`src/rtl/seq_div_fsm.sv`:
```
// Sequential restoring divider: one quotient bit per SHIFT/SUB pair,
// start/ready handshake shared with the shift-add multiplier.
module seq_div_fsm #(
    parameter int N = 4
) (
    input  logic         clk,
    input  logic         rst,
    input  logic         start,
    input  logic [N-1:0] dividend,
    input  logic [N-1:0] divisor,
    output logic         busy,
    output logic         ready,
    output logic [N-1:0] quotient,
    output logic [N-1:0] remainder,
    output logic         div_by_zero,
    output logic [1:0]   state
);
    localparam int CW = $clog2(N + 1);

    typedef enum logic [1:0] {
        IDLE  = 2'b00,
        SHIFT = 2'b01,
        SUB   = 2'b10,
        DONE  = 2'b11
    } state_t;

    state_t cur, nxt;

    logic [N:0]    r;
    logic [N-1:0]  q;
    logic [N-1:0]  d;
    logic [CW-1:0] cnt;

    logic [N:0] diff;
    logic       fits;
    logic       last;
    logic       load_op;
    logic       load_dz;
    logic       finish;

    // R never exceeds 2D-1, so the MSB of diff is a reliable borrow flag
    assign diff  = r - {1'b0, d};
    assign fits  = ~diff[N];
    assign last  = (cnt == CW'(N - 1));
    assign state = cur;

    always_ff @(posedge clk or posedge rst) begin
        if (rst) cur <= IDLE;
        else     cur <= nxt;
    end

    always_comb begin
        nxt = cur;
        unique case (cur)
            IDLE, DONE: begin
                if (start) nxt = (divisor == '0) ? DONE : SHIFT;
            end
            SHIFT: nxt = SUB;
            SUB:   nxt = last ? DONE : SHIFT;
            default: nxt = IDLE;
        endcase
    end

    always_comb begin
        load_op = 1'b0;
        load_dz = 1'b0;
        finish  = 1'b0;
        unique case (cur)
            IDLE, DONE: begin
                load_op = start && (divisor != '0);
                load_dz = start && (divisor == '0);
            end
            SUB:     finish = last;
            default: ;
        endcase
    end

    always_ff @(posedge clk or posedge rst) begin
        if (rst) begin
            r           <= '0;
            q           <= '0;
            d           <= '0;
            cnt         <= '0;
            busy        <= 1'b0;
            ready       <= 1'b0;
            quotient    <= '0;
            remainder   <= '0;
            div_by_zero <= 1'b0;
        end else if (load_op) begin
            r           <= '0;
            q           <= dividend;
            d           <= divisor;
            cnt         <= '0;
            busy        <= 1'b1;
            ready       <= 1'b0;
            div_by_zero <= 1'b0;
        end else if (load_dz) begin
            quotient    <= '1;
            remainder   <= dividend;
            div_by_zero <= 1'b1;
            ready       <= 1'b1;
        end else if (cur == SHIFT) begin
            {r, q} <= {r, q} << 1;
        end else if (cur == SUB) begin
            if (fits) r <= diff;
            q[0] <= fits;
            cnt  <= cnt + 1'b1;
            if (finish) begin
                quotient  <= {q[N-1:1], fits};
                remainder <= fits ? diff[N-1:0] : r[N-1:0];
                busy      <= 1'b0;
                ready     <= 1'b1;
            end
        end
    end

endmodule

```
`config.mk`:
```
export PLATFORM = sky130hd
export DESIGN_NAME = seq_div_fsm
export DESIGN_NICKNAME = d
export VERILOG_FILES = /design/src/rtl/seq_div_fsm.sv
export SDC_FILE = /design/constraint.sdc
export NUM_CORES = 1
export LEC_CHECK = 0
export ABC_CLOCK_PERIOD_IN_PS = 2150
export CAP_MARGIN = 30
export CORE_UTILIZATION = 40
export CTS_BUF_LIST = sky130_fd_sc_hd__clkbuf_2
export DETAILED_ROUTE_END_ITERATION = 8
export PLACE_DENSITY = 0.74
export SLEW_MARGIN = 20
export SYNTH_ARGS = -nofsm -noshare
export SYNTH_HDL_FRONTEND = slang
export SYNTH_SLANG_ARGS = --single-unit
```
`constraint.sdc`:
```
create_clock -name clk -period 2.15 [get_ports clk]
set_input_delay 0.3225 -clock clk [delete_from_list [all_inputs] [get_ports clk]]
set_output_delay 0.3225 -clock clk [all_outputs]
set_load 0.005 [all_outputs]
```
==> tab_implementation.tex, run 1 <==
\begin{tabular}{lr}
\hline
Metric & Value \\
\hline
\multicolumn{2}{l}{\textbf{Worst setup path}} \\
Critical R2R Launch & r[0] \\
Largest driver fanout on the critical path & 3 \\
Register-to-Register Path Depth & 9 \\
Ordered cell list for the critical path & inv\_1 -> ha\_1 -> inv\_1 -> fa\_2 -> nand3\_2 -> and3\_4 -> nor3\_2 -> o21ai\_2 -> mux2\_2 \\
Required time of the critical path & 2.40 ns \\
Data arrival time of the critical path & approximately 2.3 ns \\
End of the worst register-to-register path & r[2] \\
Crit-path slowest cell & sky130\_fd\_sc\_hd\_\_dfrtp\_1 \\
Largest stage delay on the critical path & about 0.42 ns \\
Startpoint kind of the worst setup timing path & flop \\
R2r setup slk & roughly 0.072 ns \\
Critical path's most frequent cell & sky130\_fd\_sc\_hd\_\_inv\_1 \\
Crit path capture type & flop \\
Type of the worst setup path & reg -> reg \\
\multicolumn{2}{l}{\textbf{Timing}} \\
Final period util & 96.65\% \\
Min Clock Period, post-route & 2.078 ns \\
Max frequency & 481.2 MHz \\
TNS Setup & 0 ns \\
Final hold violations & 0 \\
Slew HR & 70.32\% \\
Transition time at the pin with the least slew margin & about 0.45 ns \\
Number of pins exceeding their max-slew limit in the final report & 0 \\
Setup-failing EPs final & 0 \\
Final Skew & about 0.021 ns \\
\multicolumn{2}{l}{\textbf{Floorplan}} \\
Horiz. Die Dim & 65.43 um \\
Ports placed on the boundary & 24 \\
Initial cell density of the core & between 40\% and 50\% \\
DIE HEIGHT & around 65 um \\
Core Region & 3771 um2 \\
Die Area & 4280 um2 \\
Placement row count & 22 \\
\multicolumn{2}{l}{\textbf{Route}} \\
DRC violations left & 0 \\
Via total after detailed routing & 1281 \\
Wire per inst & around 14 um \\
First-iteration detailed-routing DRC count & 80 \\
Detailed Route WL & around 3.5 mm \\
Antenna-violating nets left & 0 \\
Number of optimization iterations in the first detailed-route pass & 4 \\
Routed via count divided by cell count & between 5 and 6 \\
\multicolumn{2}{l}{\textbf{Synthesis}} \\
Fraction of registers with async set/reset & 100.0\% \\
Post-synth top area share & between 40\% and 50\% \\
Count leader, synth & sky130\_fd\_sc\_hd\_\_dfrtp\_1 \\
Total of warnings raised by yosys & 0 \\
Syn\_area\_per\_cell & around 10 um2 \\
Netlist Area Pre-Place & between 1500 and 2000 um2 \\
Most used standard cells in the synthesized netlist & sky130\_fd\_sc\_hd\_\_dfrtp\_1, sky130\_fd\_sc\_hd\_\_nand2\_1, sky130\_fd\_sc\_hd\_\_nor2\_1, sky130\_fd\_sc\_hd\_\_inv\_1, sky130\_fd\_sc\_hd\_\_o21ai\_0 \\
Leading post-synthesis cells by cell area & sky130\_fd\_sc\_hd\_\_dfrtp\_1, sky130\_fd\_sc\_hd\_\_ha\_1, sky130\_fd\_sc\_hd\_\_nand2\_1, sky130\_fd\_sc\_hd\_\_mux2i\_1, sky130\_fd\_sc\_hd\_\_o21ai\_0 \\
Sequential-to-total area share from yosys stat & 45.10\% \\
Post-synthesis cell type count & 36 \\
Post-synth EDFFs & 0 \\
Most used DFF post-synth & sky130\_fd\_sc\_hd\_\_dfrtp\_1 \\
Post-synth net total & 183 \\
Number of standard cells after synthesis & $\sim$160 \\
Yosys top cell by area & sky130\_fd\_sc\_hd\_\_dfrtp\_1 \\
Synth Register Bits & 29 \\
\multicolumn{2}{l}{\textbf{Global routing}} \\
Global-route wire length before repair & approximately 5.6 mm \\
Number of global-route vias before repair & between 1000 and 1500 \\
Global routing usage summed across all routing layers & 18.01\% \\
Pin count of the biggest net entering global routing & 30 \\
Number of antenna violations at the first check in global routing & 0 \\
Global route total overflow & 0 \\
\multicolumn{2}{l}{\textbf{Worst hold path}} \\
Worst min path class & in -> async \\
\multicolumn{2}{l}{\textbf{Placement}} \\
Global placer's final weighted congestion & 0.8418 \\
PortBufs & 23 \\
Number of cells after detailed placement & 239 \\
DP HPWL & about 2.6 mm \\
\multicolumn{2}{l}{\textbf{Layout}} \\
Sequential cell area & approximately 730 um2 \\
Final Core Density & a little over half \\
Area of the multi-input gates & 840.8 um2 \\
Nets@finish & 220 \\
Fill cell total of the finished layout & 363 \\
Synthesis-to-layout area growth & 25.82\% \\
Share of final-layout standard cells stronger than drive strength 1 & roughly 17\% \\
Final antenna diode count & 0 \\
Finished Layout Cells & 248 \\
\multicolumn{2}{l}{\textbf{Power and ir drop}} \\
Worst supply voltage drop on vdd & approximately 640 uV \\
Power density relative to cell area & around 1600 nW/um2 \\
Reported leakage power & around 0.9 nW \\
\multicolumn{2}{l}{\textbf{Outcome}} \\
Run status & complete, no violations \\
\multicolumn{2}{l}{\textbf{Clock network}} \\
Root buffer cell & sky130\_fd\_sc\_hd\_\_clkbuf\_2 \\
Clock latency reported for the late side of the worst-skew pair & about 0.37 ns \\
Clock tree from TritonCTS & built \\
Number of buffers created by CTS & 5 \\
Worst-path clk slew & about 0.16 ns \\
Number of clock sinks seen by CTS & 29 \\
Number of H-tree levels & 2 \\
Hold buffer count at CTS & 0 \\
Number of buffers on the longest clock path & 2 \\
\multicolumn{2}{l}{\textbf{Flow run}} \\
Number of max-capacitance violations reported & 0 \\
\hline
\end{tabular}
==> worst max-delay path, delay by kind of cell, from the launching register on <==
family,cells,cell delay [ns]
AOI/OAI and AO/OA,1,0.19
adders and majority gates,2,0.51
buffers and inverters,2,0.15
DFF,1,0.42
muxes,1,0.35
and+or+nand+nor,3,0.36
==> sequential cells by signal, summed over array words and instances (netlist names) <==
name,flops
r,5
d,4
q,4
quotient,4
remainder,4
cnt,3
state,2
busy,1
div_by_zero,1
ready,1
==> metal layers <==
layer | global-route usage [%] | vias up | routed length (um)
li1 | - | 645 | -
met1 | 24.17 | 592 | 1761
met2 | 26.68 | 34 | 1469
met3 | 5.208 | 10 | 160
met4 | 8.152 | 0 | 89
met5 | 0 | - | 0
==> logic make-up (layout without fill, tap and decap cells) <==
family	Yosys count	after routing	share of synthesized area, %
simple gates	52	52	16.33
mux	10	10	6.532
flops	29	29	45.10
buf+inv	16	54	3.965
xor+xnor	2	2	1.089
compound gates	43	43	18.74
fa+ha+maj	10	10	8.243
==> worst max-delay path by stage <==
stage                     depth (start not counted)          end        from  slack, ns
after floorplan                                   9         r[2]        r[0]       0.11
after global placement                            6  quotient[0]  divisor[0]        0.1
after detailed placement                          9         r[2]        r[0]       0.04
after CTS                                         9         r[2]        r[0]       0.01
after global routing                              9         r[2]        r[0]      -0.02
final                                             9         r[2]        r[0]       0.07
==> where the power goes <==
part           total [W]  internal (W)  switching, W
Combinational    0.00201       0.00104      0.000969
Sequential      0.000976      0.000799      0.000177
Clock           0.000274     0.0000815      0.000193
==> stage by stage <==
step | area (um2) | worst slack, ns | total power [W] | hold slack [ns]
3_5_place_dp | 1956 | 0.03795 | 0.002886 | 0.4555
3_3_place_gp | 1956 | 0.09895 | 0.002844 | 0.4489
4_1_cts | 1996 | 0.01427 | 0.003171 | 0.2837
5_1_grt | 2024 | -0.01585 | 0.003548 | 0.3274
2_1_floorplan | 1609 | 0.1111 | 0.002263 | 0.4006
6_report | 2024 | 0.07195 | 0.003261 | 0.2966
==> final cells by class <==
class                      instances  share of cell area [%]
timing repair buffer              34                   15.45
sequential                        29                   35.85
multi-input combinational        117                   41.53
inverter                          12                   2.225
clock inverter                     2                  0.4944
clock buffer                       6                   1.483
tap                               48                   2.967
==> repair_timing <==
| action | in CTS | in global routing |
|---|---|---|
| setup endpoints to repair | 0 | 6 |
| gates resized for setup | 0 | 6 |
| hold endpoints to repair | 0 | 0 |
| setup buffers | 0 | 1 |
==> cells in the final DEF (no fill, tap or decap), types with 4 or more instances in the layout <==
cell type and count:
sky130_fd_sc_hd__ha_1 9, sky130_fd_sc_hd__dfrtp_1 29, sky130_fd_sc_hd__clkdlybuf4s50_1 23, sky130_fd_sc_hd__a22o_1 4, sky130_fd_sc_hd__o2bb2ai_1 4, sky130_fd_sc_hd__nor2_1 13, sky130_fd_sc_hd__o22ai_1 4, sky130_fd_sc_hd__a21oi_1 5
sky130_fd_sc_hd__nand2b_1 4, sky130_fd_sc_hd__mux2i_1 6, sky130_fd_sc_hd__o21ai_0 10, sky130_fd_sc_hd__mux2_2 4, sky130_fd_sc_hd__o211ai_1 4, sky130_fd_sc_hd__clkbuf_2 6, sky130_fd_sc_hd__nand3_1 4, sky130_fd_sc_hd__buf_4 11
sky130_fd_sc_hd__nand2_1 20, sky130_fd_sc_hd__inv_1 12
Note: power is estimated with default switching activity, not from simulation.
==> inputs of run 2 (changes only) <==
Settings changed: RECOVER_POWER set to 100.
==> tab_implementation.tex, run 2 (synthesized netlist as in run 1, its figures left out) <==
\begin{tabular}{lr}
\hline
Metric & Value \\
\hline
\multicolumn{2}{l}{\textbf{Outcome}} \\
Run status & finished with violations \\
Violations in the final reports & max-capacitance violations, max-slew violations \\
\multicolumn{2}{l}{\textbf{Placement}} \\
Global placer's final weighted congestion & 0.8418 (unchanged) \\
Post-place instance area & 1956 um2 (unchanged) \\
PortBufs & 23 (unchanged) \\
DP HPWL & 2.553 mm (unchanged) \\
\multicolumn{2}{l}{\textbf{Worst setup path}} \\
Largest driver fanout on the critical path & 3 (unchanged) \\
Type of the worst setup path & reg -> reg \\
Startpoint kind of the worst setup timing path & flop \\
Crit path capture type & flop \\
Data arrival time of the critical path & 2.33 ns (about the same) \\
Required time of the critical path & 2.41 ns (about the same) \\
\multicolumn{2}{l}{\textbf{Timing}} \\
Min Clock Period, post-route & 2.074 ns (-0.004291 ns) \\
TNS Setup & 0 ns (unchanged) \\
Final period util & 96.45\% (-0.20 points) \\
Max frequency & 482.2 MHz (+0.21\%) \\
Final Skew & 0.02059 ns (-0.0004569 ns) \\
Number of pins exceeding their max-slew limit in the final report & 30 (+30) \\
Transition time at the pin with the least slew margin & 1.559 ns (+1.114 ns) \\
Slew HR & -3.920\% (-74 points) \\
Setup-failing EPs final & 0 (unchanged) \\
Final hold violations & 0 (unchanged) \\
\multicolumn{2}{l}{\textbf{Clock network}} \\
Worst-path clk slew & 0.16 ns (about the same) \\
Number of clock sinks seen by CTS & 29 (unchanged) \\
Hold buffer count at CTS & 0 (unchanged) \\
Number of H-tree levels & 2 (unchanged) \\
Number of buffers created by CTS & 5 (unchanged) \\
Clock latency reported for the late side of the worst-skew pair & 0.37 ns (about the same) \\
Number of buffers on the longest clock path & 2 (unchanged) \\
Clock tree from TritonCTS & built \\
Root buffer cell & sky130\_fd\_sc\_hd\_\_clkbuf\_2 \\
\multicolumn{2}{l}{\textbf{Route}} \\
Number of optimization iterations in the first detailed-route pass & 4 (unchanged) \\
Wire per inst & 13.92 um (-0.83\%) \\
Via total after detailed routing & 1284 (+0.23\%) \\
Routed via count divided by cell count & 5.177 (+0.23\%) \\
First-iteration detailed-routing DRC count & 68 (-15\%) \\
DRC violations left & 0 (unchanged) \\
Detailed Route WL & 3.452 mm (-0.83\%) \\
Antenna-violating nets left & 0 (unchanged) \\
\multicolumn{2}{l}{\textbf{Floorplan}} \\
Initial cell density of the core & 42.67\% (unchanged) \\
Placement row count & 22 (unchanged) \\
Horiz. Die Dim & 65.43 um (unchanged) \\
Core Region & 3771 um2 (unchanged) \\
Ports placed on the boundary & 24 (unchanged) \\
Die Area & 4280 um2 (unchanged) \\
DIE HEIGHT & 65.43 um (unchanged) \\
\multicolumn{2}{l}{\textbf{Layout}} \\
Fill cell total of the finished layout & 366 (+0.83\%) \\
Register name with the most flops & r \\
Final antenna diode count & 0 (unchanged) \\
Largest register FFs & 5 (unchanged) \\
Final Core Density & 53.09\% (-0.60 points) \\
Nets@finish & 220 (unchanged) \\
Final Cell Area & 2002 um2 (-1.1\%) \\
Share of final-layout standard cells stronger than drive strength 1 & 14.00\% (-3.0 points) \\
Commonest non-fill, non-tap cells in the layout & sky130\_fd\_sc\_hd\_\_dfrtp\_1, sky130\_fd\_sc\_hd\_\_nand2\_1, sky130\_fd\_sc\_hd\_\_nor2\_1, sky130\_fd\_sc\_hd\_\_dlygate4sd3\_1, sky130\_fd\_sc\_hd\_\_inv\_1 \\
Synthesis-to-layout area growth & 24.42\% \\
Most common cell after layout, fill and taps aside & sky130\_fd\_sc\_hd\_\_dfrtp\_1 \\
\multicolumn{2}{l}{\textbf{Global routing}} \\
Pin count of the biggest net entering global routing & 30 (unchanged) \\
Number of global-route vias before repair & 1222 (unchanged) \\
Global routing usage summed across all routing layers & 18.01\% (unchanged) \\
Global route total overflow & 0 (unchanged) \\
Number of antenna violations at the first check in global routing & 0 (unchanged) \\
Global-route wire length before repair & 5.616 mm (unchanged) \\
\multicolumn{2}{l}{\textbf{Power and ir drop}} \\
Power density relative to cell area & 1586 nW/um2 (-1.6\%) \\
Worst supply voltage drop on vdd & 614.7 uV (-3.4\%) \\
Reported leakage power & 0.9122 nW (-0.68\%) \\
Total power of the final layout & 0.003175 W (-2.6\%) \\
\multicolumn{2}{l}{\textbf{Flow run}} \\
Number of max-capacitance violations reported & 1 (+1) \\
\multicolumn{2}{l}{\textbf{Worst hold path}} \\
Worst min path class & reg -> reg \\
\hline
\end{tabular}
[run 2: cell types whose count changed in the layout (fill, tap and decap cells not counted), sizes merged]
| cell | previous run | this run |
|---|---|---|
| dlygate4sd3 | 0 | 13 |
| clkbuf | 6 | 12 |
| clkdlybuf4s50 | 23 | 10 |
| buf | 11 | 5 |
[run 2: final timing paths]
check                             from          end  slack, ns  cells past startpoint
setup reg to reg                  r[0]         r[2]       0.08                      9
hold reg to reg            quotient[1]  quotient[1]       0.48                      2
max in group asynchronous          rst        ready       0.47                      3
hold / removal             quotient[1]  quotient[1]       0.48                      2
min in group asynchronous          rst  quotient[2]       0.76                      3
setup / recovery                  r[0]         r[2]       0.08                      9
[run 2: report_power, final]
| part | switching [W] | internal, W |
|---|---|---|
| logic | 0.000964 | 0.000967 |
| registers | 0.000170 | 0.000798 |
| clock network | 0.000194 | 0.0000815 |
[run 2: metal layers]
metal / wire length (um) / share of wire, % / global-route usage, % / vias to the layer above
li1: - / - / - / 645
met1: 1714 / 50 / 24.17 / 593
met4: 89 / 2.6 / 8.152 / 0
met2: 1470 / 43 / 26.68 / 36
met3: 177 / 5.1 / 5.208 / 10
met5: 0 / 0 / 0 / -
[run 2: worst max-delay path, stage by stage (launching register included)]
cell and delay (ns):
sky130_fd_sc_hd__dfrtp_1 0.42, sky130_fd_sc_hd__inv_1 0.09, sky130_fd_sc_hd__ha_1 0.15, sky130_fd_sc_hd__inv_1 0.06, sky130_fd_sc_hd__fa_2 0.36, sky130_fd_sc_hd__nand3_2 0.10, sky130_fd_sc_hd__and3_4 0.21, sky130_fd_sc_hd__nor3_2 0.05
sky130_fd_sc_hd__o21ai_2 0.19, sky130_fd_sc_hd__mux2_2 0.35
[run 2: per-stage QoR]
| step | hold WS, ns | setup WS (ns) | cells |
|---|---|---|---|
| after CTS | 0.2837 | 0.01427 | 247 |
| after floorplan | 0.4006 | 0.1111 | 162 |
| after global placement | 0.4489 | 0.09895 | 239 |
| after global routing | 0.5070 | -0.01584 | 248 |
| after detailed placement | 0.4555 | 0.03795 | 239 |
| final | 0.4775 | 0.07624 | 248 |
[run 2: final cells by class]
cell class	count	area (um2)	area share, %
Multi-Input combinational cell	117	840.8	42.00
Inverter	12	45.04	2.250
Clock buffer	6	30.03	1.500
Sequential cell	29	725.7	36.25
Tap cell	48	60.06	3.000
Timing Repair Buffer	34	290.3	14.50
Clock inverter	2	10.01	0.5000
[run 2: timing repair]
item / in CTS / in global routing
resized for setup: 0 / 6
setup endpoints to repair: 0 / 6
buffers inserted: 0 / 1
==> inputs of run 3 (changes only) <==
Settings changed: CORE_MARGIN set to 1.5.
==> tab_implementation.tex, run 3 (synthesized netlist as in run 1, its figures left out) <==
\begin{tabular}{lr}
\hline
Metric & Value \\
\hline
\multicolumn{2}{l}{\textbf{Outcome}} \\
Violations in the final reports & max-capacitance violations, max-slew violations \\
Run status & finished with violations \\
\multicolumn{2}{l}{\textbf{Floorplan}} \\
Initial cell density of the core & 42.67\% (unchanged) \\
Core Region & 3771 um2 (unchanged) \\
Die Area & 4412 um2 (+3.1\%) \\
Placement row count & 22 (unchanged) \\
Ports placed on the boundary & 24 (unchanged) \\
DIE HEIGHT & 66.43 um (+1.5\%) \\
Horiz. Die Dim & 66.43 um (+1.5\%) \\
\multicolumn{2}{l}{\textbf{Worst setup path}} \\
Required time of the critical path & 2.42 ns (about the same) \\
Crit path capture type & flop \\
Data arrival time of the critical path & 2.36 ns (+0.03 ns) \\
Critical path buffer and inverter count & 2 (unchanged) \\
Largest stage delay on the critical path & 0.41 ns (about the same) \\
Critical path's most frequent cell & sky130\_fd\_sc\_hd\_\_inv\_1 \\
Kind of cell adding the most delay to the critical path & adder cells \\
Ordered cell list for the critical path & inv\_1 -> ha\_1 -> inv\_1 -> fa\_1 -> nand3\_1 -> and3\_2 -> nor3\_2 -> o21ai\_2 -> mux2\_2 \\
Type of the worst setup path & reg -> reg \\
Critical R2R Launch & r[0] \\
Startpoint of the worst setup timing path & r[0] \\
Largest driver fanout on the critical path & 3 (unchanged) \\
Crit-path slowest cell & sky130\_fd\_sc\_hd\_\_dfrtp\_1 \\
R2r setup slk & 0.06 ns (-0.02 ns) \\
Startpoint kind of the worst setup timing path & flop \\
\multicolumn{2}{l}{\textbf{Timing}} \\
Final hold violations & 0 (unchanged) \\
Final period util & 97.38\% (+0.92 points) \\
Setup-failing EPs final & 0 (unchanged) \\
Transition time at the pin with the least slew margin & 1.576 ns (+0.01672 ns) \\
Final Skew & 0.01381 ns (-0.006778 ns) \\
Max frequency & 477.6 MHz (-0.95\%) \\
Slew HR & -5.035\% (-1.1 points) \\
Min Clock Period, post-route & 2.094 ns (+0.01985 ns) \\
Setup WS post-layout & 0.05640 ns (-0.01985 ns) \\
Number of pins exceeding their max-slew limit in the final report & 30 (unchanged) \\
\multicolumn{2}{l}{\textbf{Placement}} \\
Global placer's final weighted congestion & 0.8129 (-3.4\%) \\
Worst slack at placement & 0.05249 ns (+0.01454 ns) \\
Post-place instance area & 1948 um2 (-0.38\%) \\
PortBufs & 23 (unchanged) \\
DP HPWL & 2.521 mm (-1.3\%) \\
\multicolumn{2}{l}{\textbf{Power and ir drop}} \\
Internal & 0.001823 W (-1.3\%) \\
Fraction of power consumed by sequential logic & 30.9\% (+0.4 points) \\
Relative contribution of the clock network to total power & 8.8\% (about the same) \\
Reported leakage power & 0.9162 nW (+0.43\%) \\
Power density relative to cell area & 1568 nW/um2 (-1.1\%) \\
Share of total power consumed by net switching & 41.64\% (-0.19 points) \\
Total net switching power & 0.001301 W (-2.0\%) \\
Share of total power in combinational logic & 60.3\% (-0.5 points) \\
Worst supply voltage drop on vdd & 599.4 uV (-2.5\%) \\
\multicolumn{2}{l}{\textbf{Clock network}} \\
Worst-path clk slew & 0.14 ns (-0.02 ns) \\
Number of clock sinks seen by CTS & 29 (unchanged) \\
Clock latency reported for the late side of the worst-skew pair & 0.37 ns (about the same) \\
Number of H-tree levels & 2 (unchanged) \\
Number of buffers created by CTS & 5 (unchanged) \\
Number of buffers on the longest clock path & 2 (unchanged) \\
Root buffer cell & sky130\_fd\_sc\_hd\_\_clkbuf\_2 \\
Clock tree from TritonCTS & built \\
\multicolumn{2}{l}{\textbf{Global routing}} \\
Global-route wire length before repair & 5.637 mm (+0.37\%) \\
Pin count of the biggest net entering global routing & 30 (unchanged) \\
Number of global-route vias before repair & 1206 (-1.3\%) \\
Global route total overflow & 0 (unchanged) \\
Global routing usage summed across all routing layers & 17.09\% (-0.92 points) \\
Number of antenna violations at the first check in global routing & 0 (unchanged) \\
\multicolumn{2}{l}{\textbf{Route}} \\
Wire per inst & 13.47 um (-3.2\%) \\
Routed via count divided by cell count & 5.251 (+1.4\%) \\
First-iteration detailed-routing DRC count & 74 (+8.8\%) \\
DRC violations left & 0 (unchanged) \\
Number of optimization iterations in the first detailed-route pass & 5 (+1) \\
Via total after detailed routing & 1297 (+1.0\%) \\
Antenna-violating nets left & 0 (unchanged) \\
Detailed Route WL & 3.327 mm (-3.6\%) \\
\multicolumn{2}{l}{\textbf{Layout}} \\
Largest register FFs & 5 (unchanged) \\
Share of final-layout standard cells stronger than drive strength 1 & 14.07\% (+0.070 points) \\
Commonest non-fill, non-tap cells in the layout & sky130\_fd\_sc\_hd\_\_dfrtp\_1, sky130\_fd\_sc\_hd\_\_nand2\_1, sky130\_fd\_sc\_hd\_\_dlygate4sd3\_1 \\
Register name with the most flops & r \\
Synthesis-to-layout area growth & 23.79\% \\
Most common cell after layout, fill and taps aside & sky130\_fd\_sc\_hd\_\_dfrtp\_1 \\
Final antenna diode count & 0 (unchanged) \\
Final Cell Area & 1992 um2 (-0.50\%) \\
Nets@finish & 219 (-0.45\%) \\
\multicolumn{2}{l}{\textbf{Worst hold path}} \\
Worst min path class & reg -> reg \\
Min-Delay Startpoint & quotient[1] \\
\multicolumn{2}{l}{\textbf{Flow run}} \\
Number of max-capacitance violations reported & 1 (unchanged) \\
\hline
\end{tabular}
==> run 3: final timing paths <==
check / endpoint / depth (start not counted)
worst max-delay path: r[2] / 9
worst min-delay path: quotient[1] / 2
worst max register to register: r[2] / 9
worst min register to register: quotient[1] / 2
max in group asynchronous: r[2] / 3
min in group asynchronous: q[3] / 3
==> run 3: worst min-delay path, stage by stage (launching register included) <==
cell	delay (ns)
sky130_fd_sc_hd__dfrtp_1	0.37
sky130_fd_sc_hd__nand2_1	0.05
sky130_fd_sc_hd__nand2_1	0.05
==> run 3: power by group through the flow <==
stage	logic, W	clock network, W	registers [W]
after detailed placement	0.00189	0	0.000983
after global placement	0.00185	0	0.000978
final	0.00188	0.000276	0.000965
after floorplan	0.00131	0	0.000953
after CTS	0.00189	0.000283	0.000971
after global routing	0.00211	0.000312	0.000994
==> run 3: layer usage <==
layer  vias to the layer above  track usage [%]  routed length (um)
met5                         -                0                   0
met4                         0            6.122                  53
met3                         5            5.792                 159
met2                        30            25.00                1427
met1                       615            23.34                1686
li1                        647                -                   -
==> run 3: area by class of cell <==
cell class | count | area (um2)
Clock buffer | 6 | 30.03
Clock inverter | 2 | 10.01
Fill cell | 360 | 1779
Inverter | 12 | 45.04
Multi-Input combinational cell | 117 | 829.5
Sequential cell | 29 | 725.7
Tap cell | 48 | 60.06
Timing Repair Buffer | 33 | 291.5
==> run 3: what timing repair did <==
item / in CTS / in global routing
resized for setup: 0 / 4
endpoints found under the setup margin: 0 / 7
hold buffers: 0 / 0
buffers inserted: 0 / 1
==> run 3: through the flow <==
| step | TNS [ns] | hold WS (ns) | power (W) | instances | util [%] |
|---|---|---|---|---|---|
| 6_report | 0 | 0.4771 | 0.003124 | 247 | 52.82 |
| 5_1_grt | -0.002365 | 0.5151 | 0.003416 | 247 | 52.82 |
| 4_1_cts | 0 | 0.3072 | 0.003147 | 246 | 52.72 |
| 3_5_place_dp | 0 | 0.4549 | 0.002873 | 238 | 51.66 |
| 3_3_place_gp | 0 | 0.4479 | 0.002831 | 238 | 51.66 |
| 2_1_floorplan | 0 | 0.4006 | 0.002263 | 162 | - |
